===== config.mk =====
export PLATFORM = sky130hd
export DESIGN_NAME = wdt_ctrl
export DESIGN_NICKNAME = d
export VERILOG_FILES = /design/src/rtl/wdt_pkg.sv /design/src/rtl/wdt_prescaler.sv /design/src/rtl/wdt_ctrl.sv
export SDC_FILE = /design/constraint.sdc
export NUM_CORES = 1
export LEC_CHECK = 0
export ABC_AREA = 1
export CELL_PAD_IN_SITES_DETAIL_PLACEMENT = 1
export CELL_PAD_IN_SITES_GLOBAL_PLACEMENT = 1
export CORE_ASPECT_RATIO = 2
export CORE_UTILIZATION = 40
export DETAILED_ROUTE_END_ITERATION = 10
export DONT_BUFFER_PORTS = 1
export PLACE_DENSITY_LB_ADDON = 0.25
export REMOVE_ABC_BUFFERS = 1
export SKIP_LAST_GASP = 1
export SLEW_MARGIN = 20
export SYNTH_ARGS = -nofsm -noshare
export SYNTH_HDL_FRONTEND = slang
export SYNTH_SLANG_ARGS = --single-unit

===== constraint.sdc =====
create_clock -name clk -period 6.6 [get_ports clk]
set_clock_uncertainty 0.05 [all_clocks]
set_input_delay 1.65 -clock clk [delete_from_list [all_inputs] [get_ports clk]]
set_output_delay 1.65 -clock clk [all_outputs]
set_load 0.02 [all_outputs]

===== src/rtl/wdt_pkg.sv =====
// Shared types and constants for the watchdog controller.
// Holds the FSM state encoding and the sizing for the reset-pulse counter.
package wdt_pkg;

    typedef enum logic [1:0] {
        IDLE = 2'd0,
        RUN  = 2'd1,
        WARN = 2'd2,
        BITE = 2'd3
    } wdt_state_e;

    localparam int unsigned DEF_RST_PULSE_CYCLES = 4;
    localparam int unsigned PULSE_CNT_WIDTH      = $clog2(DEF_RST_PULSE_CYCLES + 1);

    // Lets the top size its pulse counter for a non-default pulse length.
    function automatic int unsigned pulse_cnt_width(input int unsigned cycles);
        return $clog2(cycles + 1);
    endfunction

endpackage


===== src/rtl/wdt_prescaler.sv =====
// Clock prescaler for the watchdog: counts 0..n and emits a one-cycle tick on wrap.
// A clear forces the count back to 0 and suppresses the tick for that cycle.
module wdt_prescaler
    import wdt_pkg::*;
#(
    parameter int unsigned WIDTH = 8
) (
    input  logic             clk,
    input  logic             reset_b,
    input  logic             clear,
    input  logic [WIDTH-1:0] n,
    output logic             tick
);

    logic [WIDTH-1:0] cnt_q;
    logic [WIDTH-1:0] cnt_d;
    logic             wrap;

    assign wrap = (cnt_q >= n);
    assign tick = wrap && !clear;

    always_comb begin
        cnt_d = cnt_q + 1'b1;
        if (clear || wrap) begin
            cnt_d = '0;
        end
    end

    always_ff @(posedge clk or negedge reset_b) begin
        if (!reset_b) begin
            cnt_q <= '0;
        end else begin
            cnt_q <= cnt_d;
        end
    end

endmodule


===== src/rtl/wdt_ctrl.sv =====
// Watchdog controller: config shadows, two-key kick decoder, prescaled down-counter,
// warning interrupt and a fixed-length active-low reset pulse on expiry.
module wdt_ctrl
    import wdt_pkg::*;
#(
    parameter int unsigned          COUNTER_WIDTH    = 16,
    parameter int unsigned          PRESCALE_WIDTH   = 8,
    parameter int unsigned          KEY_WIDTH        = 16,
    parameter logic [KEY_WIDTH-1:0] KICK_KEY1        = 16'h5555,
    parameter logic [KEY_WIDTH-1:0] KICK_KEY2        = 16'hAAAA,
    parameter int unsigned          RST_PULSE_CYCLES = DEF_RST_PULSE_CYCLES
) (
    input  logic                      clk,
    input  logic                      reset_b,
    input  logic                      en,
    input  logic                      cfg_load,
    input  logic [COUNTER_WIDTH-1:0]  cfg_timeout,
    input  logic [COUNTER_WIDTH-1:0]  cfg_warn,
    input  logic [PRESCALE_WIDTH-1:0] cfg_prescale,
    input  logic                      kick_valid,
    input  logic [KEY_WIDTH-1:0]      kick_data,
    output logic [COUNTER_WIDTH-1:0]  count,
    output logic [1:0]                state,
    output logic                      warn_irq,
    output logic                      kick_err,
    output logic                      wdt_rst_b
);

    localparam int unsigned    PW         = pulse_cnt_width(RST_PULSE_CYCLES);
    localparam logic [PW-1:0] PULSE_LAST = PW'(RST_PULSE_CYCLES - 1);

    wdt_state_e                state_q, state_d;
    logic [COUNTER_WIDTH-1:0]  count_q, count_d;
    logic [COUNTER_WIDTH-1:0]  sh_timeout_q, sh_timeout_d;
    logic [COUNTER_WIDTH-1:0]  sh_warn_q, sh_warn_d;
    logic [PRESCALE_WIDTH-1:0] sh_prescale_q, sh_prescale_d;
    logic                      armed_q, armed_d;
    logic                      kick_err_q, kick_err_d;
    logic                      rst_b_q, rst_b_d;
    logic [PW-1:0]             pulse_q, pulse_d;

    logic [COUNTER_WIDTH-1:0]  eff_timeout;
    logic                      active;
    logic                      kick_done;
    logic                      presc_clear;
    logic                      tick;

    // A zero timeout would bite with no warning at all, so it behaves as one tick.
    assign eff_timeout = (sh_timeout_q == '0) ? COUNTER_WIDTH'(1) : sh_timeout_q;
    assign active      = (state_q == RUN) || (state_q == WARN);
    assign kick_done   = active && en && kick_valid && (kick_data == KICK_KEY2) && armed_q;
    assign presc_clear = (state_q == IDLE) || (state_q == BITE) || kick_done;

    wdt_prescaler #(
        .WIDTH (PRESCALE_WIDTH)
    ) u_prescaler (
        .clk     (clk),
        .reset_b (reset_b),
        .clear   (presc_clear),
        .n       (sh_prescale_q),
        .tick    (tick)
    );

    always_comb begin
        state_d       = state_q;
        count_d       = count_q;
        sh_timeout_d  = sh_timeout_q;
        sh_warn_d     = sh_warn_q;
        sh_prescale_d = sh_prescale_q;
        armed_d       = armed_q;
        kick_err_d    = 1'b0;
        rst_b_d       = 1'b1;
        pulse_d       = pulse_q;

        case (state_q)
            IDLE: begin
                armed_d = 1'b0;
                if (cfg_load) begin
                    sh_timeout_d  = cfg_timeout;
                    sh_warn_d     = cfg_warn;
                    sh_prescale_d = cfg_prescale;
                end
                if (en) begin
                    state_d = RUN;
                    count_d = eff_timeout;
                end
            end
            RUN, WARN: begin
                if (!en) begin
                    state_d = IDLE;
                    armed_d = 1'b0;
                end else if (kick_done) begin
                    // A completing kick beats a terminal tick in the same cycle.
                    state_d = RUN;
                    count_d = eff_timeout;
                    armed_d = 1'b0;
                end else begin
                    if (kick_valid) begin
                        if (kick_data == KICK_KEY1) begin
                            armed_d = 1'b1;
                        end else begin
                            kick_err_d = 1'b1;
                            armed_d    = 1'b0;
                        end
                    end
                    if (tick && (count_q != '0)) begin
                        count_d = count_q - 1'b1;
                    end
                    if (tick && (count_q == COUNTER_WIDTH'(1))) begin
                        state_d = BITE;
                        pulse_d = '0;
                        rst_b_d = 1'b0;
                    end else if ((state_q == RUN) && (count_d <= sh_warn_q)) begin
                        state_d = WARN;
                    end
                end
            end
            BITE: begin
                armed_d = 1'b0;
                if (pulse_q == PULSE_LAST) begin
                    count_d = eff_timeout;
                    state_d = en ? RUN : IDLE;
                end else begin
                    pulse_d = pulse_q + 1'b1;
                    rst_b_d = 1'b0;
                end
            end
            default: begin
                state_d = IDLE;
            end
        endcase
    end

    always_ff @(posedge clk or negedge reset_b) begin
        if (!reset_b) begin
            state_q       <= IDLE;
            count_q       <= '0;
            sh_timeout_q  <= '0;
            sh_warn_q     <= '0;
            sh_prescale_q <= '0;
            armed_q       <= 1'b0;
            kick_err_q    <= 1'b0;
            rst_b_q       <= 1'b1;
            pulse_q       <= '0;
        end else begin
            state_q       <= state_d;
            count_q       <= count_d;
            sh_timeout_q  <= sh_timeout_d;
            sh_warn_q     <= sh_warn_d;
            sh_prescale_q <= sh_prescale_d;
            armed_q       <= armed_d;
            kick_err_q    <= kick_err_d;
            rst_b_q       <= rst_b_d;
            pulse_q       <= pulse_d;
        end
    end

    assign count     = count_q;
    assign state     = state_q;
    assign warn_irq  = (state_q == WARN);
    assign kick_err  = kick_err_q;
    assign wdt_rst_b = rst_b_q;

endmodule

# Word level (Yosys, flattened, before mapping)

Index checks and enable logic that the tools add are counted.

Input bits: 61
Word-level logic and storage cells: 92
Output and inout bits: 21
Register bits after elaboration: 72

Reductions and logical operators: 23
Mux-type cells: 39
Equality and inequality tests: 15
Add/sub/neg operators: 3
Magnitude comparators: 2

Operator list:

| operator                                            | number |
|---|---|
| 2-to-1 mux 16 bit                                   | 9 |
| case mux 16 bit (3 select lines)                    | 1 |
| == test 16 x 1 -> 1 bit (second input constant)     | 1 |
| == test 16 x 15 -> 1 bit (second input constant)    | 1 |
| == test 16 bit (second input constant)              | 1 |
| less-or-equal comparator 16 bit                     | 1 |
| zero test 16 bit                                    | 1 |
| nonzero test 16 bit                                 | 1 |
| subtractor 16 x 1 -> 16 bit (second input constant) | 1 |
| 2-to-1 mux 1 bit                                    | 14 |
| 2-to-1 mux 2 bit                                    | 6 |
| 2-to-1 mux 3 bit                                    | 4 |
| != test 2 bit (second input constant)               | 5 |
| adder 8 x 1 -> 8 bit (second input constant)        | 1 |
| >= comparator 8 bit                                 | 1 |
| logical AND 1 bit                                   | 8 |
| 2-to-1 mux 8 bit                                    | 1 |
| case mux 2 bit (3 select lines)                     | 1 |
| case mux 3 bit (2 select lines)                     | 1 |
| AND reduction 3 bit                                 | 2 |
| != test 5 bit (second input constant)               | 1 |
| AND reduction 5 bit                                 | 1 |
| == test 2 bit (second input constant)               | 2 |
| logical OR 1 bit                                    | 4 |
| other kinds (11)                                    | 13 |

# Longest topological paths before layout

Depth after elaboration: 21
Mapped depth: 29

# Hierarchy

From an unflattened synthesis, not the netlist that was laid out.

Cells, all modules: 605
Area total of the unflattened synthesis: 4563.1 µm²

By module, submodules not included:

| module        | times used | area each (µm²) | cells an instance | seq. area each (µm²) |
|---|---|---|---|---|
| wdt_ctrl      | 1          | 3960.0          | 531               | 1602.8 |
| wdt_prescaler | 1          | 603.1           | 74                | 200.2 |

# Worst setup path after synthesis

OpenSTA, ideal clock, no wires.

Path kind: input to register
From: input port kick_data[10]
To: register state_q[0] (netlist: state[0])
Data arrival time: 3661 ps
Slack: 2771 ps
Data required time: 6432 ps
Cell stages on the path: 24
Setup time: 118 ps
Path through: nor3_1 > nand2_1 > nor2_1 > nor2_1 > and2_4 > buf_6 > buf_2 > nand3b_1 > nand2_1 > ha_1 > inv_1 > nor2_1 > o21bai_1 > nand2_1 > nand2_1 > nand2_1 > nand2_1 > nand2_1 > nand2_1 > nand2_1 > nand2_1 > nand2_1 > nand2_1 > nand2_1

Word-level cells in the longest chain between the ends: 15
Elaborated cells between the ends (all ways): 20
Those cells by class: order compare: 1; eq/ne: 2; mux: 8; reduce/logical: 9

Ends and longest elaborated chain:

| what                                 | RTL line            | text |
|---|---|---|
| start, declared                      | wdt_ctrl.sv:21      | `input logic [KEY_WIDTH-1:0] kick_data,` |
| == test 16 bit *                     | wdt_ctrl.sv:51      | `assign kick_done = active && en && kick_valid && (kick_data == KICK_KEY2) && armed_q;` |
| logical AND 1 bit * (2 in a row)     | wdt_ctrl.sv:51      |  |
| logical OR 1 bit                     | wdt_ctrl.sv:52      | `assign presc_clear = (state_q == IDLE) \|\| (state_q == BITE) \|\| kick_done;` |
| zero test 1 bit                      | wdt_prescaler.sv:20 | `assign tick = wrap && !clear;` |
| logical AND 1 bit                    | wdt_prescaler.sv:20 |  |
| logical AND 1 bit                    | wdt_ctrl.sv:106     | `if (tick && (count_q != '0)) begin` |
| 2-to-1 mux 16 bit                    | wdt_ctrl.sv:106     |  |
| 2-to-1 mux 16 bit                    | wdt_ctrl.sv:92      | `end else if (kick_done) begin` |
| 2-to-1 mux 16 bit                    | wdt_ctrl.sv:89      | `if (!en) begin` |
| 2-to-1 mux 16 bit                    | wdt_ctrl.sv:75      | `case (state_q)` |
| less-or-equal comparator 16 bit      | wdt_ctrl.sv:113     | `end else if ((state_q == RUN) && (count_d <= sh_warn_q)) begin` |
| logical AND 1 bit                    | wdt_ctrl.sv:113     |  |
| != test 5 bit (no source line)       | -                   |  |
| AND reduction 3 bit (no source line) | -                   |  |
| end signal, assigned                 | wdt_ctrl.sv:146     | `state_q <= state_d;` |
| end, declared                        | wdt_ctrl.sv:32      | `wdt_state_e state_q, state_d;` |

Mark *: on every way between the ends. The rest lies on a longest branch, timed or not. The select of a mux whose other input is x is not followed.
A chain may end at the register's enable or synchronous reset.

# Worst setup path after layout

From: input port kick_data[3]
To: register state_q[1] (netlist: state[1])

Same word-level chain as after synthesis.

==> metrics.yaml <==
cells_and_area:
  syn_to_final_growth_pct: 9.42
  nets: 718
  final_cells: 768
  diodes: 0
  fill_cells: 1421
  drive_above_1_share: 0.0510
power:
  power.density_mw_per_mm2: 504
  combPwrFrac: 0.445
  ir_drop_uv: 170
  leakagePower_uw: 0.00265
  p_clk_frac: 0.207
  p_int_uw: 1320
  power_frac_seq: 0.348
  p_sw_frac: 0.474
  p_switching_uw: 1190
logic_synthesis:
  synth_area_per_cell_sq_um: 7.25
  synth_top_area_share: 0.391
  synthCells: 627
  yosys_warnings: 0
  post-synth-top-area-cell: "dfrtp_1"
  synth_edf_count: 0
  async_flop_share: 1.00
  syn_area_sq_mm: 0.00454
  ys_seq_area_frac: 0.397
  ys_seq_elements: 72
  synthFlopType: "dfrtp_1"
  synth_area_leaders: "dfrtp_1 39%, nand2_1 13%, ha_1 9.4%, inv_1 7.4%, a21oi_1 7.3%"
  ys_types: 34
cts:
  clock_latency_ns: 0.35
  cts_tree: "done"
  cts_max_level: 3
  postCtsSetupRepairBufs: 0
  path_clk_slew_ns: 0.06
  clockBufferDepth: 2
  cts_made_buffers: 9
  ctsResizeCount: 0
  cts-root-buf: "clkbuf_16"
  postCtsHoldBufs: 0
  cts.sink_count: 72
detailed_routing:
  wl_per_cell_microns: 16.2
  drt_pass1_iterations: 6
  vias_per_cell: 5.32
  drt_iter0_drc: 144
  detail_route.drc_violations: 0
  wirelength_mm: 12.4
  final_antenna_net_count: 0
  vias: 4084
global_route:
  grt_use_met3: 0.0401
  overflow: 0
  grt_pass1_wl_mm: 20.9
  grt_pass1_vias: 4503
  groute.usage.overall: 0.227
  grt_max_degree: 78
  grtUsageMet1: 0.217
  antenna_found_initial: 0
  use_met2: 0.450
  grt-busiest-layer: "met2"
critical_path:
  cp.arrival_ns: 4.36
  crit_path_end_kind: "flip-flop"
  ff2ff_setup_slack_ns: 2.72
  worst_path_max_delay_cell: "ha_1"
  critical_path_class: "in2reg"
  r2r_cells: 27
  critPathLaunch: "kick_data[3]"
  cpMostUsedCell: "nand2_1"
  crit_fanout: 21
  required_ns: 6.83
  critPathCapture: "state[1]"
  rr_endpoint: "state[1]"
  max_stage_delay_ns: 0.28
  rr_startpoint: "state[0]"
  cp-start-kind: "input port"
  path_cells: "nand2_1 > nor3_1 > nand2_1 > nor2_1 > nor2_1 > buf_4 > and2_4 > nand2_4 > nand2_1 > nand2_1 > inv_1 > ha_1 > nand2_1 > nor2_1 > nand2_1 > nand2_1 > nand2_1 > nand2_1 > nand2_1 > nand2_1 > nand2_1 > nand2_1 > nand2_1 > nand2_1"
floorplan:
  core_area_sq_mm: 0.0110
  rows: 54
  dieWidth_microns: 77.4
  ios: 82
  die_h_microns: 153
  initial_core_util: 0.413
  die-area_sq_mm: 0.0118
placed_design:
  place_hpwl_mm: 9.64
  port_buffers: 0
  pre_cts_slack_ns: 2.10
  dp.cells: 752
  gp_congestion: 0.826
sta:
  setup_ws_ns: 2.47
  fin_crit_sh: 0.625
  setup_viol: 0
  rsz0062_at_grt: "false"
  worst_pin_slew_ns: 0.750
  layout_min_cycle_time_ns: 4.13
  hold_violations: 0
  drv_slew: 0
  fmax_mhz: 242
  finalSetupTns_ns: 0
  relSlewSlack: 0.500
job:
  max_cap_violations: 0
run_status:
  status: "finished, final reports clean"
hold_path:
  hold_path.class: "reg2reg"
registers in the layout, summed over array words and instances (netlist names):
| signal | flops |
|---|---|
| u_prescaler.cnt_q | 8 |
| state | 2 |
| wdt_rst_b | 1 |
| sh_timeout_q | 16 |
| armed_q | 1 |
| pulse_q | 3 |
| sh_prescale_q | 8 |
| sh_warn_q | 16 |
| kick_err | 1 |
| count | 16 |
worst max-delay path, delay by kind of cell:
| family | cells | cell delay [ns] |
|---|---|---|
| simple gates | 21 | 2.15 |
| buf+inv | 2 | 0.26 |
| fa+ha+maj | 1 | 0.28 |
synth_stat cells, types with 3 or more instances:
cell type,count
nand3b_1,4
o21ai_0,6
buf_1,3
nand3_1,39
nand2_1,160
dfrtp_1,71
nand4_1,6
nor2_1,81
nor4_1,3
mux2_2,3
ha_1,34
a21oi_1,66
xor2_1,12
clkbuf_1,9
nor3_1,13
buf_2,4
inv_1,90
per-layer routing:
metal / vias up / share of wire
li1: 1977 / -
met1: 1996 / 0.36
met2: 81 / 0.58
met3: 30 / 0.033
met4: 0 / 0.033
met5: - / 0
cells by family after synthesis:
kind of cell             synth area share
adder cells (fa/ha/maj)            0.0936
AND/OR/NAND/NOR                     0.295
buffers and inverters              0.0944
multiplexers                      0.00743
AO/OA/AOI/OAI                      0.0898
XOR/XNOR                           0.0231
flip-flops                          0.397
power by group through the flow:
stage | Combinational [uW] | Sequential (uW) | Clock [uW]
2_1_floorplan | 834 | 818 | 0
3_3_place_gp | 1050 | 879 | 0
3_5_place_dp | 1120 | 887 | 0
4_1_cts | 1130 | 879 | 531
5_1_grt | 1310 | 899 | 543
6_report | 1120 | 873 | 518
through the flow:
step | hold WS, ns | power (uW) | util | instance area, sq um
final | 0.448 | 2510 | 0.451 | 4970
after global routing | 0.490 | 2750 | 0.451 | 4970
after CTS | 0.454 | 2540 | 0.451 | 4970
after detailed placement | 0.443 | 2010 | 0.423 | 4660
after global placement | 0.425 | 1930 | 0.423 | 4660
after floorplan | 0.404 | 1650 | - | 4460
cells in the final DEF, fill, tap and decap left out:
cell          n
nand2_1     159
inv_1        90
nor2_1       81
dfrtp_1      71
a21oi_1      66
nand3_1      39
ha_1         34
nor3_1       13
xor2_1       12
clkbuf_16     9
nand4_1       6
o21ai_0       6
nand3b_1      4
nor4_1        3
mux2_2        3
buf_4         3
nand2_2       2
nor2_2        2
o21bai_1      2
o21a_1        2
and3_1        2
nor3b_1       2
inv_8         2
inv_6         2
and2_4        1
nand3_2       1
nand2_4       1
and2_1        1
o22ai_1       1
clkinv_1      1
o21ai_2       1
or2_2         1
a31oi_1       1
clkinvlp_4    1
bufinv_16     1
clkinv_4      1
dfstp_2       1
layout make-up:
cell class / count / area [sq um] / share of cell area
clock inverter: 7 / 86.3 / 0.0174
sequential: 72 / 1800 / 0.363
inverter: 91 / 342 / 0.0687
tap: 140 / 175 / 0.0352
timing repair buffer: 3 / 22.5 / 0.00453
multi-input combinational: 446 / 2320 / 0.466
clock buffer: 9 / 225 / 0.0453
how the worst min path moves through the flow:
| stage | start | end | slack, ns | cells after the start |
|---|---|---|---|---|
| final | u_prescaler.cnt_q[0] | u_prescaler.cnt_q[0] | 0.45 | 1 |
| after global routing | u_prescaler.cnt_q[0] | u_prescaler.cnt_q[0] | 0.49 | 1 |
| after CTS | u_prescaler.cnt_q[0] | u_prescaler.cnt_q[0] | 0.45 | 1 |
| after detailed placement | u_prescaler.cnt_q[0] | u_prescaler.cnt_q[0] | 0.44 | 1 |
| after global placement | pulse_q[1] | pulse_q[1] | 0.42 | 2 |
| after floorplan | u_prescaler.cnt_q[0] | u_prescaler.cnt_q[0] | 0.40 | 1 |
Note: power is estimated with default switching activity, not from simulation.
